File: src/rtl/pipelined_addsub_acc_pkg.sv
// Shared definitions for the pipelined add/subtract/accumulate unit:
// operation encoding, the op type and the default datapath width.
package pipelined_addsub_acc_pkg;

    localparam int unsigned DEFAULT_WIDTH = 16;

    typedef logic [1:0] op_t;

    localparam op_t OP_ADD = 2'b00;
    localparam op_t OP_SUB = 2'b01;
    localparam op_t OP_ACC = 2'b10;
    localparam op_t OP_CLR = 2'b11;

endpackage

File: src/rtl/pipelined_addsub_acc_if.sv
// Operand/result handshake bundle for pipelined_addsub_acc.
//   in_valid/in_ready   : operand beat handshake (d_a, d_b, cin, op)
//   out_valid/out_ready : result beat handshake (sum, cout, ovf)
// master = producer/consumer side, slave = the arithmetic unit.
interface pipelined_addsub_acc_if
    import pipelined_addsub_acc_pkg::*;
#(
    parameter int unsigned WIDTH = DEFAULT_WIDTH
) ();

    logic             in_valid;
    logic             in_ready;
    logic [WIDTH-1:0] d_a;
    logic [WIDTH-1:0] d_b;
    logic             cin;
    op_t              op;
    logic             out_valid;
    logic             out_ready;
    logic [WIDTH-1:0] sum;
    logic             cout;
    logic             ovf;

    modport master (
        output in_valid, d_a, d_b, cin, op, out_ready,
        input  in_ready, out_valid, sum, cout, ovf
    );

    modport slave (
        input  in_valid, d_a, d_b, cin, op, out_ready,
        output in_ready, out_valid, sum, cout, ovf
    );

endinterface

File: src/rtl/pipelined_addsub_acc_dff_nbit.sv
// WIDTH-bit register with load enable and synchronous active-low reset.
//   clk  : clock          rstn : sync reset, clears q
//   en   : load enable    d/q  : data in / registered data out
module dff_nbit
    import pipelined_addsub_acc_pkg::*;
#(
    parameter int unsigned WIDTH = DEFAULT_WIDTH
) (
    input  logic             clk,
    input  logic             rstn,
    input  logic             en,
    input  logic [WIDTH-1:0] d,
    output logic [WIDTH-1:0] q
);

    always_ff @(posedge clk) begin
        if (!rstn) begin
            q <= '0;
        end else if (en) begin
            q <= d;
        end
    end

endmodule

File: src/rtl/pipelined_addsub_acc.sv
// Two-stage pipelined add/subtract/accumulate unit with valid/ready on both
// sides, signed-overflow flag and an internal read-and-clear accumulator.
//   clk  : clock, rising edge
//   rstn : synchronous active-low reset, drops all in-flight beats and acc
//   bus  : slave side of the operand/result handshake bundle
// S1 captures an operand beat; S2 computes from S1 and acc and holds the
// result until the consumer takes it. At most two beats are buffered.
module pipelined_addsub_acc
    import pipelined_addsub_acc_pkg::*;
#(
    parameter int unsigned WIDTH = DEFAULT_WIDTH
) (
    input  logic                 clk,
    input  logic                 rstn,
    pipelined_addsub_acc_if.slave bus
);

    localparam int unsigned S1_W  = 2 * WIDTH + 3;
    localparam int unsigned S2_W  = WIDTH + 2;
    localparam int unsigned SUM_W = WIDTH + 1;

    logic             s1_valid;
    logic             out_valid_q;
    logic             s2_ready_c;
    logic             s2_load_c;
    logic             in_fire_c;
    logic             acc_load_c;

    logic [S1_W-1:0]  s1_d;
    logic [S1_W-1:0]  s1_q;
    logic [WIDTH-1:0] s1_a;
    logic [WIDTH-1:0] s1_b;
    logic             s1_cin;
    op_t              s1_op;

    logic [WIDTH-1:0] acc_q;
    logic [WIDTH-1:0] acc_d_c;

    logic [WIDTH-1:0] x_c;
    logic [WIDTH-1:0] y_c;
    logic             c_c;
    logic [SUM_W-1:0] full_c;
    logic [WIDTH-1:0] res_sum_c;
    logic             res_cout_c;
    logic             res_ovf_c;

    logic [S2_W-1:0]  s2_d;
    logic [S2_W-1:0]  s2_q;

    // Handshake: S1 may refill in the same cycle it advances into S2.
    assign s2_ready_c   = !out_valid_q || bus.out_ready;
    assign s2_load_c    = s1_valid && s2_ready_c;
    assign bus.in_ready = !s1_valid || s2_ready_c;
    assign in_fire_c    = bus.in_valid && bus.in_ready;

    // Stage 1 operand register.
    assign s1_d = {bus.d_a, bus.d_b, bus.cin, bus.op};

    dff_nbit #(.WIDTH(S1_W)) u_s1_reg (
        .clk  (clk),
        .rstn (rstn),
        .en   (in_fire_c),
        .d    (s1_d),
        .q    (s1_q)
    );

    assign {s1_a, s1_b, s1_cin, s1_op} = s1_q;

    // Stage 1 occupancy.
    always_ff @(posedge clk) begin
        if (!rstn) begin
            s1_valid <= 1'b0;
        end else if (in_fire_c) begin
            s1_valid <= 1'b1;
        end else if (s2_load_c) begin
            s1_valid <= 1'b0;
        end
    end

    // Stage 2 occupancy.
    always_ff @(posedge clk) begin
        if (!rstn) begin
            out_valid_q <= 1'b0;
        end else if (s2_load_c) begin
            out_valid_q <= 1'b1;
        end else if (bus.out_ready) begin
            out_valid_q <= 1'b0;
        end
    end

    // Operand steering and adder. SUB feeds ~b with carry 1, so the
    // same-sign overflow test on the adder inputs covers every op.
    always_comb begin
        x_c = s1_a;
        y_c = s1_b;
        c_c = s1_cin;
        case (s1_op)
            OP_SUB: begin
                y_c = ~s1_b;
                c_c = 1'b1;
            end
            OP_ACC: begin
                x_c = acc_q;
                y_c = s1_a;
            end
            default: begin
            end
        endcase

        full_c     = {1'b0, x_c} + {1'b0, y_c} + SUM_W'(c_c);
        res_sum_c  = full_c[WIDTH-1:0];
        res_cout_c = full_c[WIDTH];
        res_ovf_c  = (x_c[WIDTH-1] == y_c[WIDTH-1]) &&
                     (res_sum_c[WIDTH-1] != x_c[WIDTH-1]);

        if (s1_op == OP_CLR) begin
            res_sum_c  = acc_q;
            res_cout_c = 1'b0;
            res_ovf_c  = 1'b0;
        end
    end

    // Accumulator moves only when an ACC/CLR beat actually enters S2.
    assign acc_load_c = s2_load_c && ((s1_op == OP_ACC) || (s1_op == OP_CLR));
    assign acc_d_c    = (s1_op == OP_CLR) ? '0 : res_sum_c;

    dff_nbit #(.WIDTH(WIDTH)) u_acc_reg (
        .clk  (clk),
        .rstn (rstn),
        .en   (acc_load_c),
        .d    (acc_d_c),
        .q    (acc_q)
    );

    // Stage 2 result register.
    assign s2_d = {res_sum_c, res_cout_c, res_ovf_c};

    dff_nbit #(.WIDTH(S2_W)) u_s2_reg (
        .clk  (clk),
        .rstn (rstn),
        .en   (s2_load_c),
        .d    (s2_d),
        .q    (s2_q)
    );

    assign {bus.sum, bus.cout, bus.ovf} = s2_q;
    assign bus.out_valid                = out_valid_q;

endmodule
File: src/flat_wrapper.sv
// flat-port wrapper written by rule: the top's interface ports become plain ports
module pipelined_addsub_acc_flat import pipelined_addsub_acc_pkg::*;
#(
    parameter int unsigned WIDTH = DEFAULT_WIDTH
)
  (clk, rstn, bus_in_valid, bus_d_a, bus_d_b, bus_cin, bus_op, bus_out_ready, bus_in_ready, bus_out_valid, bus_sum, bus_cout, bus_ovf);
  pipelined_addsub_acc_if #(.WIDTH(WIDTH)) bus_i ();
  input  logic clk;
  input  logic rstn;
  input wire logic [$bits(bus_i.in_valid)-1:0] bus_in_valid;
  input wire logic [$bits(bus_i.d_a)-1:0] bus_d_a;
  input wire logic [$bits(bus_i.d_b)-1:0] bus_d_b;
  input wire logic [$bits(bus_i.cin)-1:0] bus_cin;
  input wire logic [$bits(bus_i.op)-1:0] bus_op;
  input wire logic [$bits(bus_i.out_ready)-1:0] bus_out_ready;
  output wire logic [$bits(bus_i.in_ready)-1:0] bus_in_ready;
  output wire logic [$bits(bus_i.out_valid)-1:0] bus_out_valid;
  output wire logic [$bits(bus_i.sum)-1:0] bus_sum;
  output wire logic [$bits(bus_i.cout)-1:0] bus_cout;
  output wire logic [$bits(bus_i.ovf)-1:0] bus_ovf;
  assign bus_i.in_valid = bus_in_valid;
  assign bus_i.d_a = bus_d_a;
  assign bus_i.d_b = bus_d_b;
  assign bus_i.cin = bus_cin;
  assign bus_i.op = bus_op;
  assign bus_i.out_ready = bus_out_ready;
  assign bus_in_ready = bus_i.in_ready;
  assign bus_out_valid = bus_i.out_valid;
  assign bus_sum = bus_i.sum;
  assign bus_cout = bus_i.cout;
  assign bus_ovf = bus_i.ovf;
  pipelined_addsub_acc #(.WIDTH(WIDTH)) u_core (.clk(clk), .rstn(rstn), .bus(bus_i));
endmodule
File: config.mk
export PLATFORM = sky130hd
export DESIGN_NAME = pipelined_addsub_acc_flat
export DESIGN_NICKNAME = d
export VERILOG_FILES = /design/src/rtl/pipelined_addsub_acc_pkg.sv /design/src/rtl/pipelined_addsub_acc_if.sv /design/src/rtl/pipelined_addsub_acc_dff_nbit.sv /design/src/rtl/pipelined_addsub_acc.sv /design/src/flat_wrapper.sv
export SDC_FILE = /design/constraint.sdc
export NUM_CORES = 1
export LEC_CHECK = 0
export ABC_CLOCK_PERIOD_IN_PS = 3800
export CORE_MARGIN = 2
export CORE_UTILIZATION = 50
export CTS_CLUSTER_DIAMETER = 40
export DETAILED_ROUTE_END_ITERATION = 8
export HOLD_SLACK_MARGIN = 0.02
export PLACE_DENSITY = 0.74
export SETUP_SLACK_MARGIN = 0.4
export SLEW_MARGIN = 20
export SYNTH_ARGS = -nofsm -noshare
export SYNTH_HDL_FRONTEND = slang
export SYNTH_HIERARCHICAL = 1
export SYNTH_SLANG_ARGS = --single-unit
File: constraint.sdc
create_clock -name clk -period 3.8 [get_ports clk]
set_input_delay 0.38 -clock clk [delete_from_list [all_inputs] [get_ports clk]]
set_output_delay 0.38 -clock clk [all_outputs]
set_load 0.1 [all_outputs]
Yosys cells after proc, flatten, opt, wreduce, memory -nomap -nowiden
Cells that the tools add are included.

storage, ports and cells
  register bits = 71
  logic and storage cells = 35

operators by class
  add/sub/neg operators = 2
  equality and inequality tests = 5
  multiplexer cells = 11
  bitwise operators = 1
  reduce and logical (&&, ||, !) cells = 11

operators with widths
  kind                                                              number
  16-bit 2-to-1 mux                                                 3
  16-bit one-hot mux with 2 select lines                            1
  16-bit by 16-bit adder with 17-bit output                         1
  17-bit by 1-bit adder with 17-bit output                          1
  16-bit inverter                                                   1
  1-bit 2-to-1 mux                                                  7
  2-bit == test (second input constant)                             2
  1-bit logical AND                                                 4
  2-bit nonzero test                                                2
  1-bit logical OR                                                  3
  2-bit by 1-bit == test with 1-bit output (second input constant)  1
  1-bit logical NOT                                                 2
  1-bit == test                                                     1
  1-bit inequality test                                             1

Longest topological paths before layout
Gate-level depths: netlist (run 1).

  depth after elaboration = 7
  mapped depth = 16

Cells and area by module
Netlist (run 1), hierarchy kept.

modules (own cells, without submodules)
  module                       times used  cells each  area each (sq um)
  pipelined_addsub_acc         1           255         1754.2
  dff_nbit (u_core.u_s1_reg)   1           112         1352.5
  dff_nbit (u_core.u_s2_reg)   1           57          688.2
  dff_nbit (u_core.u_acc_reg)  1           51          615.6

Least setup slack after synthesis (run 1)
OpenSTA, ideal clock, no wires.

  path type = flip-flop to flip-flop
  start = register u_core.u_s1_reg.q[0]
  end = register u_core.u_s2_reg.q[12]
  setup time = 0.067 ns
  data arrival time = 3.394 ns
  data required time = 3.733 ns
  slack = 0.339 ns
  stages on the path, launching flop included = 16
  buffers on the path = 2
  clock period less this slack = 3.461 ns
  cells stage by stage = dfxtp_1 > inv_1 > ha_1 > clkbuf_1 > clkbuf_1 > mux2_2 > fa_1 > inv_1 > fa_1 > and2b_1 > o2111ai_1 > a21oi_1 > a311o_1 > o211ai_1 > mux2i_1 > nor2b_1

on the way
  longest elaborated chain between the ends = 5
  elaborated cells between the ends (all ways) = 9

RTL lines
  what                                                                                RTL line                             RTL
  start, declared                                                                     pipelined_addsub_acc_dff_nbit.sv:13  output logic [WIDTH-1:0] q
  start signal, assigned                                                              pipelined_addsub_acc_dff_nbit.sv:18  q <= '0;
  start signal, assigned                                                              pipelined_addsub_acc_dff_nbit.sv:20  q <= d;
  2-bit == test / 2-bit by 1-bit == test with 1-bit output (equally long branches)    pipelined_addsub_acc.sv:97           case (s1_op)
  16-bit one-hot mux with 2 select lines / 16-bit 2-to-1 mux (equally long branches)  pipelined_addsub_acc.sv:97
  16-bit by 16-bit adder with 17-bit output                                           pipelined_addsub_acc.sv:110          full_c = {1'b0, x_c} + {1'b0, y_c} + SUM_W'(c_c);
  17-bit by 1-bit adder with 17-bit output                                            pipelined_addsub_acc.sv:110
  16-bit 2-to-1 mux (*)                                                               pipelined_addsub_acc.sv:116          if (s1_op == OP_CLR) begin
  named net u_core.res_sum_c[10]                                                      pipelined_addsub_acc.sv:43           logic [WIDTH-1:0] res_sum_c;
  end signal, assigned                                                                pipelined_addsub_acc_dff_nbit.sv:18
  end signal, assigned                                                                pipelined_addsub_acc_dff_nbit.sv:20
  end, declared                                                                       pipelined_addsub_acc_dff_nbit.sv:13

The timed path passes the listed nets; every way through them passes the cells marked *.
A chain may end at the register's enable or synchronous reset.

Worst setup path in the final report (run 1)
  start = register u_core.u_s1_reg.q[0]
  end = register u_core.u_s2_reg.q[14]

Same word-level chain as after synthesis.

==> results.md, run 1 <==
* Crit. End Element: flip-flop
* Vias in the first global route at 3,424
* First-pass GRT wire length at 15,900 um
* Post-CTS Repair Setup Buffers at 0
* Status: complete, no violations
* Final worst slack at 0.559 ns
* Final HPWL DP at 7230 um
* CTS Sinks at 71
* Total track usage at 20.5%
* CP required at 4.09 ns
* IO Pins at 59
* Area of the core at 8640 um^2
* Net Sw Frac at 34.2%
* Avg Inst Size Synth at 9.29 um^2
* Sequential Power Share at 39.4%
* Top post-synthesis cells by area: dfxtp_1 (32%), mux2i_1 (16%), nor2b_1 (11%)
* Max Slew Vio Count at 0
* N_diodes at 0
* Top_reg_cell synth: dfxtp_1
* Most common cell after layout, fill and taps aside: nor2b_1
* Post-synth top area share at 32.2%
* Number of max-cap violations at 0
* Initial Util at 51.1%
* FFs w/ async S/R, synth at 0%
* Die Ht at 97.9 um
* Pwr dens at 400 nW/um^2
* Most frequent cells in the layout: nor2b_1 (74), dfxtp_1 (69), mux2i_1 (69)
* Highest clock rate at 309 MHz
* DRC at 0
* Worst hold path class: reg -> reg
* Hold_buf cts at 0
* Synth cell types at 47
* Internal power at 1360 uW
* Post-Syn Area at 4410 um^2
* H-Tree Depth at 3
* R2r setup slk at 0.56 ns
* Layout Skew at 0.00892 ns
* Share of cells above drive strength 1 at 11.0%
* IO Port Bufs at 58
* Routed len/inst at 15.6 um
* Post-Layout Cell Count at 633
* CTS Buf Count at 9
* Vias per std cell at 5.59
* Syn Nets at 534
* Gr ovfl total at 0
* Drt first-iter violations at 142
* WS Path Type: reg -> reg
* Sequential fraction of the synthesis area at 32.2%
* Warnings from Yosys at 6
* Sw power at 710 uW
* CTS tree: done
* Initial antenna violation count at 0
* Gp weighted congestion at 0.869
* Final Power at 2070 uW
* Peak supply drop at 0.000215 V
* Post-Route Setup TNS at 0 ns
* Minimum clock period at 3.24 ns
* Number of nets in the final layout at 580
* Final worst path period share at 85.3%
* Area growth from synthesis to layout at 17.6%
* Die Wd at 97.9 um
* CP arrival at 3.53 ns
* Leading area contributor after synthesis: dfxtp_1
* Clock Power Share at 28.0%
* Cells after Synth at 475
* #FFs+latches synth at 71
* P_leak at 0.00205 uW
* DRT Pass-1 Iters at 5
* Number of flops mapped to enable cells by yosys at 0
* Post-detailed-route count of antenna-violating nets at 0
* CTS root buffer: clkbuf_8
* DR vias at 3,540
* Rows at 34
* Final Hold Vio Count at 0
* Crit path max fanout at 27
* # fillers at 784
* Cell Count Post-Placement at 618
* Clk_lat worst skew at 0.35 ns
* Worst setup SP type: flip-flop
* Clock-pin slew on the worst setup and hold paths at 0.08 ns
* Die area at 9590 um^2
* Relative slew slack at 30.6%
* Combinational Power Share at 32.6%
* Largest net degree at the start of global routing at 72
* Dpl ws at 0.318 ns
* Final setup vio count at 0
* Longest Clk Path Bufs at 2
* RSZ-0062 raised after global routing: yes
* Measured slew at the worst slew-check pin at 1.04 ns
* Drt total wl at 9880 um
-- area by class of cell --
class	count	area [um^2]	share of cell area, %
inverter	24	90.1	1.74
sequential	71	1420	27.4
clock buffer	11	131	2.53
timing repair buffer	66	648	12.5
clock inverter	4	47.5	0.917
multi-input combinational	349	2710	52.3
tap	108	135	2.60
-- cell families after synthesis --
| kind of cell | after synthesis | synth area share [%] |
|---|---|---|
| xor gates and xnor gates | 4 | 0.794 |
| muxes | 89 | 20.8 |
| adders and majority gates | 20 | 6.01 |
| DFF | 71 | 32.2 |
| AOI/OAI and AO/OA | 101 | 15.7 |
| buffers and inverters | 55 | 7.26 |
| and+or+nand+nor | 135 | 17.2 |
-- cells in the mapped netlist (all sizes together), types with 3 or more instances --
library cell	count
nor3	6
inv	24
dfxtp	71
or2	3
ha	18
buf	13
nand4	6
nor2b	75
nor2	6
a21oi	36
nand2	23
o21ai	9
clkbuf	18
mux2	20
o21bai	3
a21o	10
o211ai	4
mux2i	69
nand3	6
a221oi	16
and2	7
o21a	6
-- layer usage --
layer	part of all wire [%]	GRT usage [%]	routed length (um)	vias up
li1	-	-	-	1781
met1	43	24.4	4250	1652
met2	50	35.0	4930	79
met3	3.9	5.23	385	28
met4	3.1	8.65	305	0
met5	0	0	0	-
-- worst paths after layout --
path	from	to	depth (start not counted)
worst min-delay path	u_core/u_s2_reg/q[13]	u_core/u_s2_reg/q[13]	2
worst min register to register	u_core/u_s2_reg/q[13]	u_core/u_s2_reg/q[13]	2
worst max-delay path	u_core/u_s1_reg/q[0]	u_core/u_s2_reg/q[14]	14
worst max register to register	u_core/u_s1_reg/q[0]	u_core/u_s2_reg/q[14]	14
-- sequential cells by signal, indices dropped and copies added, names as in the netlist --
| name | cells |
|---|---|
| u_core/bus.out_valid | 1 |
| u_core/s1_valid | 1 |
| u_core/u_acc_reg/q | 16 |
| u_core/u_s1_reg/q | 35 |
| u_core/u_s2_reg/q | 18 |
-- critical path, stage by stage, from the launching register on --
cell and delay, ns:
dfxtp_2 0.36, inv_1 0.05, ha_2 0.38, buf_8 0.19, a221oi_1 0.08, a21oi_1 0.19
inv_1 0.08, fa_1 0.41, and2b_2 0.27, o2111ai_4 0.17, a211oi_4 0.36, nor3_1 0.10
o31ai_1 0.27, mux2i_1 0.13, nor2b_1 0.12
-- timing repair --
| item | in CTS | in global routing |
|---|---|---|
| hold endpoints to repair | 0 | 0 |
| cloned | 0 | 0 |
| setup endpoints to repair | 6 | 20 |
| pin swaps | 1 | 4 |
| gates resized for setup | 1 | 13 |
-- per-stage QoR --
stage | area (um^2) | hold slack, ns | util (%)
floorplan | 4410 | 0.474 | -
global placement | 4960 | 0.494 | 57.4
detailed placement | 4960 | 0.499 | 57.4
CTS | 5140 | 0.527 | 59.6
global route | 5190 | 0.545 | 60.1
finish | 5190 | 0.522 | 60.1
-- power groups by stage --
stage / combinational [uW] / clock [uW] / sequential, uW
after floorplan: 404 / 0 / 938
after global placement: 650 / 0 / 832
after detailed placement: 663 / 0 / 833
after CTS: 667 / 597 / 816
after global routing: 733 / 632 / 821
final: 676 / 581 / 816
Power figures use the tool's default switching activity.
==> run 2: changes to the inputs <==
--- a/config.mk
+++ b/config.mk
@@ -7,11 +7,11 @@
 export LEC_CHECK = 0
 export ABC_CLOCK_PERIOD_IN_PS = 3800
 export CORE_MARGIN = 2
-export CORE_UTILIZATION = 50
+export CORE_UTILIZATION = 56
 export CTS_CLUSTER_DIAMETER = 40
 export DETAILED_ROUTE_END_ITERATION = 8
 export HOLD_SLACK_MARGIN = 0.02
-export PLACE_DENSITY = 0.74
+export PLACE_DENSITY = 0.81
 export SETUP_SLACK_MARGIN = 0.4
 export SLEW_MARGIN = 20
 export SYNTH_ARGS = -nofsm -noshare
==> results.md, run 2 (synthesis results as in run 1) <==
* Final Hold Vio Count at 0 (unchanged)
* Final setup vio count at 0 (unchanged)
* Total track usage at 23.7% (+3.2 points)
* Initial Util at 57.4% (+6.3 points)
* Initial antenna violation count at 0 (unchanged)
* Layout Skew at 0.00680 ns (-0.00212 ns)
* # fillers at 642 (-18%)
* RSZ-0062 raised after global routing: yes
* Highest clock rate at 307 MHz (-0.42%)
* Minimum clock period at 3.25 ns (+0.0136 ns)
* Crit path max fanout at 29 (+7.4%)
* Die area at 8600 um^2 (-10%)
* P_leak at 0.00208 uW (+1.3%)
* CP arrival at 3.50 ns (-0.03 ns)
* Max reg flops at 35 (unchanged)
* Top reg by flops: u_core/u_s1_reg/q
* Critical-path top delay cell: ha_1
* Final worst path period share at 85.7% (+0.36 points)
* Crit-path leading delay family: compound AO/OA/AOI/OAI gates
* Die Ht at 92.7 um (-5.3%)
* CTS Sinks at 71 (unchanged)
* Post-detailed-route count of antenna-violating nets at 0 (unchanged)
* Multi-input gate area at 2750 um^2 (+1.2%)
* Critical Path Max Stage Delay at 0.46 ns (+0.05 ns)
* Worst path bufs/invs at 2 (-1)
* Area of the core at 7690 um^2 (-11%)
* Crit-path cells: inv_1 > ha_2 > buf_6 > mux2_2 > ha_1 > nand4_1 > a21oi_1 > o21bai_1 > and2_1 > a221o_1 > mux2i_1 > nor2b_1
* Status: complete, no violations
* Gr ovfl total at 0 (unchanged)
* Peak supply drop at 0.000243 V (+13%)
* R2r setup slk at 0.55 ns (about the same)
* Max Slew Vio Count at 0 (unchanged)
* Hold slack final at 0.513 ns (-0.00891 ns)
* Area growth from synthesis to layout at 19.4%
* Drt total wl at 10,100 um (+2.0%)
* CTS Buf Count at 9 (unchanged)
* Most frequent cells in the layout: nor2b_1 (74), dfxtp_1 (70), mux2i_1 (69)
* CP required at 4.04 ns (-0.05 ns)
* Gp weighted congestion at 0.880 (+1.3%)
* CTS tree: done
* WS Path Type: reg -> reg
* Most common cell after layout, fill and taps aside: nor2b_1
* Number of nets in the final layout at 581 (+0.17%)
* Die Wd at 92.7 um (-5.3%)
* DR vias at 3,575 (+0.99%)
* Largest registers: u_core/u_s1_reg/q (35), u_core/u_s2_reg/q (18), u_core/u_acc_reg/q (16)
* Pwr dens at 415 nW/um^2 (+3.8%)
* Largest net degree at the start of global routing at 37 (-49%)
* Clk_lat worst skew at 0.34 ns (about the same)
* Post-Route Setup TNS at 0 ns (unchanged)
* Final HPWL DP at 7150 um (-1.1%)
* Measured slew at the worst slew-check pin at 1.05 ns (+0.00451 ns)
* Share of cells above drive strength 1 at 12.5% (+1.5 points)
* DRC at 0 (unchanged)
* Crit. End Element: flip-flop
* IO Port Bufs at 58 (unchanged)
* Rows at 32 (-5.9%)
* First-pass GRT wire length at 16,300 um (+2.2%)
* CTS root buffer: clkbuf_8
* Number of max-cap violations at 0 (unchanged)
* Vias per std cell at 5.68 (+1.6%)
* Worst hold path class: reg -> reg
* Dpl ws at 0.237 ns (-0.0807 ns)
* Longest Clk Path Bufs at 2 (unchanged)
* Vias in the first global route at 3,417 (-0.20%)
* Relative slew slack at 30.1% (-0.52 points)
* Post-Layout Cell Count at 629 (-0.63%)
* Register area at 1420 um^2 (about the same)
* IO Pins at 59 (unchanged)
* Cell Count Post-Placement at 611 (-1.1%)
* Worst setup SP type: flip-flop
* N_diodes at 0 (unchanged)
* DRT Pass-1 Iters at 4 (-1)
* H-Tree Depth at 3 (unchanged)
* Clock-pin slew on the worst setup and hold paths at 0.08 ns (about the same)
* Final worst slack at 0.545 ns (-0.0136 ns)
* Routed len/inst at 16.0 um (+2.7%)
* Drt first-iter violations at 165 (+16%)
run 2: area by class of cell:
class,instances,share of cell area [%]
inverters,24,1.71
flip-flops and latches,71,27.0
well taps,102,2.42
repair buffers,67,12.5
multi-input cells,349,52.1
clock buffers,11,2.68
clock inverters,5,1.54
run 2: layer usage:
| layer | up-vias | GRT usage, % | routed length (um) |
|---|---|---|---|
| met5 | - | 0 | 0 |
| met4 | 0 | 10.2 | 275 |
| met3 | 18 | 4.15 | 318 |
| met2 | 72 | 40.8 | 5000 |
| met1 | 1700 | 29.0 | 4480 |
| li1 | 1785 | - | - |
run 2: final timing paths:
path,cells after the start,start,to
min reg2reg,2,u_core/u_s2_reg/q[17],u_core/u_s2_reg/q[17]
min,2,u_core/u_s2_reg/q[17],u_core/u_s2_reg/q[17]
max reg2reg,12,u_core/u_s1_reg/q[0],u_core/u_s2_reg/q[11]
max,12,u_core/u_s1_reg/q[0],u_core/u_s2_reg/q[11]
run 2: what timing repair did:
item	CTS	global route
setup buffers	0	2
hold buffers	0	0
resized for setup	4	17
pin swaps	1	3
endpoints found under the setup margin	8	16
run 2: where the power goes:
| part | switching, uW | internal [uW] | total, uW |
|---|---|---|---|
| Sequential | 28.8 | 787 | 816 |
| Clock | 293 | 388 | 681 |
| Combinational | 404 | 285 | 690 |
| Total | 726 | 1460 | 2190 |
run 2: per-stage QoR:
step	power [uW]	utilization, %	area (um^2)
global route	2290	68.5	5270
global placement	1480	64.3	4940
CTS	2170	67.4	5180
floorplan	1340	-	4410
finish	2190	68.5	5270
detailed placement	1490	64.3	4940
run 2: worst min-delay path: stages (launching register included):
cell and delay, ns:
dfxtp_1 0.32, mux2i_1 0.06, nor2b_1 0.09
==> run 3: changes to the inputs <==
--- a/config.mk
+++ b/config.mk
@@ -8,11 +8,12 @@
 export ABC_CLOCK_PERIOD_IN_PS = 3800
 export CORE_MARGIN = 2
 export CORE_UTILIZATION = 56
-export CTS_CLUSTER_DIAMETER = 40
+export CTS_CLUSTER_DIAMETER = 200
 export DETAILED_ROUTE_END_ITERATION = 8
 export HOLD_SLACK_MARGIN = 0.02
 export PLACE_DENSITY = 0.81
 export SETUP_SLACK_MARGIN = 0.4
+export SKIP_CTS_REPAIR_TIMING = 1
 export SLEW_MARGIN = 20
 export SYNTH_ARGS = -nofsm -noshare
 export SYNTH_HDL_FRONTEND = slang
==> results.md, run 3 (synthesis results as in run 1) <==
* Total track usage at 23.7% (unchanged)
* Measured slew at the worst slew-check pin at 1.05 ns (+0.00771 ns)
* Number of nets in the final layout at 580 (-0.17%)
* Sequential Power Share at 37.4% (about the same)
* Grt peak-use layer: met2
* Internal power at 1460 uW (about the same)
* Initial Util at 57.4% (unchanged)
* Largest registers: u_core/u_s1_reg/q (35), u_core/u_s2_reg/q (18), u_core/u_acc_reg/q (16)
* Net Sw Frac at 33.1% (-0.073 points)
* Met1 Usage GRT at 28.9% (-0.051 points)
* Routed len/inst at 16.1 um (+0.55%)
* Clock Power Share at 31.1% (about the same)
* WS Path Type: reg -> reg
* CP required at 4.08 ns (+0.04 ns)
* DR vias at 3,594 (+0.53%)
* Largest net degree at the start of global routing at 37 (unchanged)
* DRT Pass-1 Iters at 4 (unchanged)
* Highest clock rate at 307 MHz (-0.10%)
* Drt first-iter violations at 156 (-5.5%)
* Number of max-cap violations at 0 (unchanged)
* Max reg flops at 35 (unchanged)
* Dpl ws at 0.237 ns (unchanged)
* RSZ-0062 raised after global routing: no
* Clock-pin slew on the worst setup and hold paths at 0.07 ns (about the same)
* Combinational Power Share at 31.5% (about the same)
* CTS root buffer: clkbuf_8
* FF-to-FF Start: u_core/u_s1_reg/q[1]
* Die area at 8600 um^2 (unchanged)
* Worst hold path class: reg -> reg
* Pwr dens at 414 nW/um^2 (-0.27%)
* Setup crit end: u_core/u_acc_reg/q[14]
* Relative slew slack at 29.8% (-0.30 points)
* Top reg by flops: u_core/u_s1_reg/q
* Sw power at 723 uW (-0.37%)
* DRC at 0 (unchanged)
* Final Power at 2180 uW (-0.15%)
* Final Hold Vio Count at 0 (unchanged)
* N_diodes at 0 (unchanged)
* Post-Route Setup TNS at 0 ns (unchanged)
* H-Tree Depth at 3 (unchanged)
* R2r setup slk at 0.54 ns (about the same)
* Final worst slack at 0.542 ns (-0.00328 ns)
* Vias in the first global route at 3,418 (+0.029%)
* Area of the core at 7690 um^2 (unchanged)
* Crit. End Element: flip-flop
* Crit path max fanout at 17 (-41%)
* Status: complete, no violations
* CTS Buf Count at 9 (unchanged)
* IO Pins at 59 (unchanged)
* Longest Clk Path Bufs at 2 (unchanged)
* First-pass GRT wire length at 16,300 um (unchanged)
* GR met3 Demand/Resource at 4.15% (unchanged)
* Worst reg-to-reg path cell count at 15 (+3)
* IO Port Bufs at 58 (unchanged)
* Final worst path period share at 85.7% (+0.086 points)
* Die Wd at 92.7 um (unchanged)
* CTS Sinks at 71 (unchanged)
* Initial antenna violation count at 0 (unchanged)
* Gr ovfl total at 0 (unchanged)
* Rows at 32 (unchanged)
* Peak supply drop at 0.000226 V (-7.1%)
* CP arrival at 3.54 ns (+0.04 ns)
* Max Slew Vio Count at 0 (unchanged)
* Gp weighted congestion at 0.880 (unchanged)
* Post-detailed-route count of antenna-violating nets at 0 (unchanged)
* Most frequent cells in the layout: nor2b_1 (74), dfxtp_1 (69), mux2i_1 (69)
* Worst setup SP type: flip-flop
* R2r endpoint: u_core/u_acc_reg/q[14]
* Area growth from synthesis to layout at 19.6%
* GR Util met2 at 40.8% (+0.061 points)
* Clk_lat worst skew at 0.35 ns (about the same)
* Minimum clock period at 3.26 ns (+0.00328 ns)
* Final HPWL DP at 7150 um (unchanged)
* P_leak at 0.00208 uW (+0.30%)
* Layout Skew at 0.00662 ns (-0.000183 ns)
* Share of cells above drive strength 1 at 12.4% (-0.17 points)
* CTS tree: done
* Drt total wl at 10,100 um (+0.39%)
* Final setup vio count at 0 (unchanged)
* Most common cell after layout, fill and taps aside: nor2b_1
* Vias per std cell at 5.72 (+0.69%)
* Die Ht at 92.7 um (unchanged)
* Crit path launch: u_core/u_s1_reg/q[1]
-- run 3: worst min path at each step --
| stage | cells after the start | from | slack, ns | end |
|---|---|---|---|---|
| after global routing | 1 | u_core/s1_valid | 0.53 | u_core/bus.out_valid |
| after CTS | 1 | u_core/s1_valid | 0.52 | u_core/bus.out_valid |
| after floorplan | 2 | u_core/u_s1_reg/q[2] | 0.47 | u_core/u_s1_reg/q[2] |
| after global placement | 2 | u_core/u_s2_reg/q[6] | 0.50 | u_core/u_s2_reg/q[6] |
| final | 2 | u_core/u_s2_reg/q[17] | 0.51 | u_core/u_s2_reg/q[17] |
| after detailed placement | 1 | u_core/s1_valid | 0.50 | u_core/bus.out_valid |
-- run 3: area by class of cell --
class,count,area [um^2]
repair buffers,66,657
inverters,24,90.1
clock buffers,11,141
multi-input cells,349,2750
flip-flops and latches,71,1420
fillers,648,2410
clock inverters,5,81.3
well taps,102,128
-- run 3: routing by layer --
layer | vias up | part of all wire (%)
met2 | 84 | 50
met5 | - | 0
met3 | 20 | 3.7
met4 | 0 | 2.4
met1 | 1703 | 44
li1 | 1787 | -
-- run 3: worst max-delay path: stages (launching register included) --
cell       delay [ns]
dfxtp_2          0.38
inv_1            0.08
ha_4             0.23
a221oi_2         0.28
a21oi_2          0.07
fa_2             0.39
inv_1            0.08
fa_1             0.18
and2b_2          0.26
o2111ai_4        0.28
a211oi_2         0.11
buf_4            0.17
a311o_1          0.36
o21ai_0          0.09
mux2i_1          0.11
nor2b_1          0.13
-- run 3: power by group through the flow --
stage | clock, uW | combinational, uW | sequential, uW
floorplan | 0 | 404 | 938
finish | 678 | 689 | 817
CTS | 688 | 664 | 816
global placement | 0 | 646 | 831
global route | 727 | 745 | 822
detailed placement | 0 | 659 | 833
-- run 3: metrics by stage --
| stage | hold WS (ns) | util (%) | instance area [um^2] | std cells |
|---|---|---|---|---|
| 2_1_floorplan | 0.474 | - | 4410 | 475 |
| 5_1_grt | 0.534 | 68.6 | 5270 | 628 |
| 3_3_place_gp | 0.497 | 64.3 | 4940 | 611 |
| 4_1_cts | 0.519 | 67.2 | 5170 | 627 |
| 6_report | 0.514 | 68.6 | 5270 | 628 |
| 3_5_place_dp | 0.496 | 64.3 | 4940 | 611 |
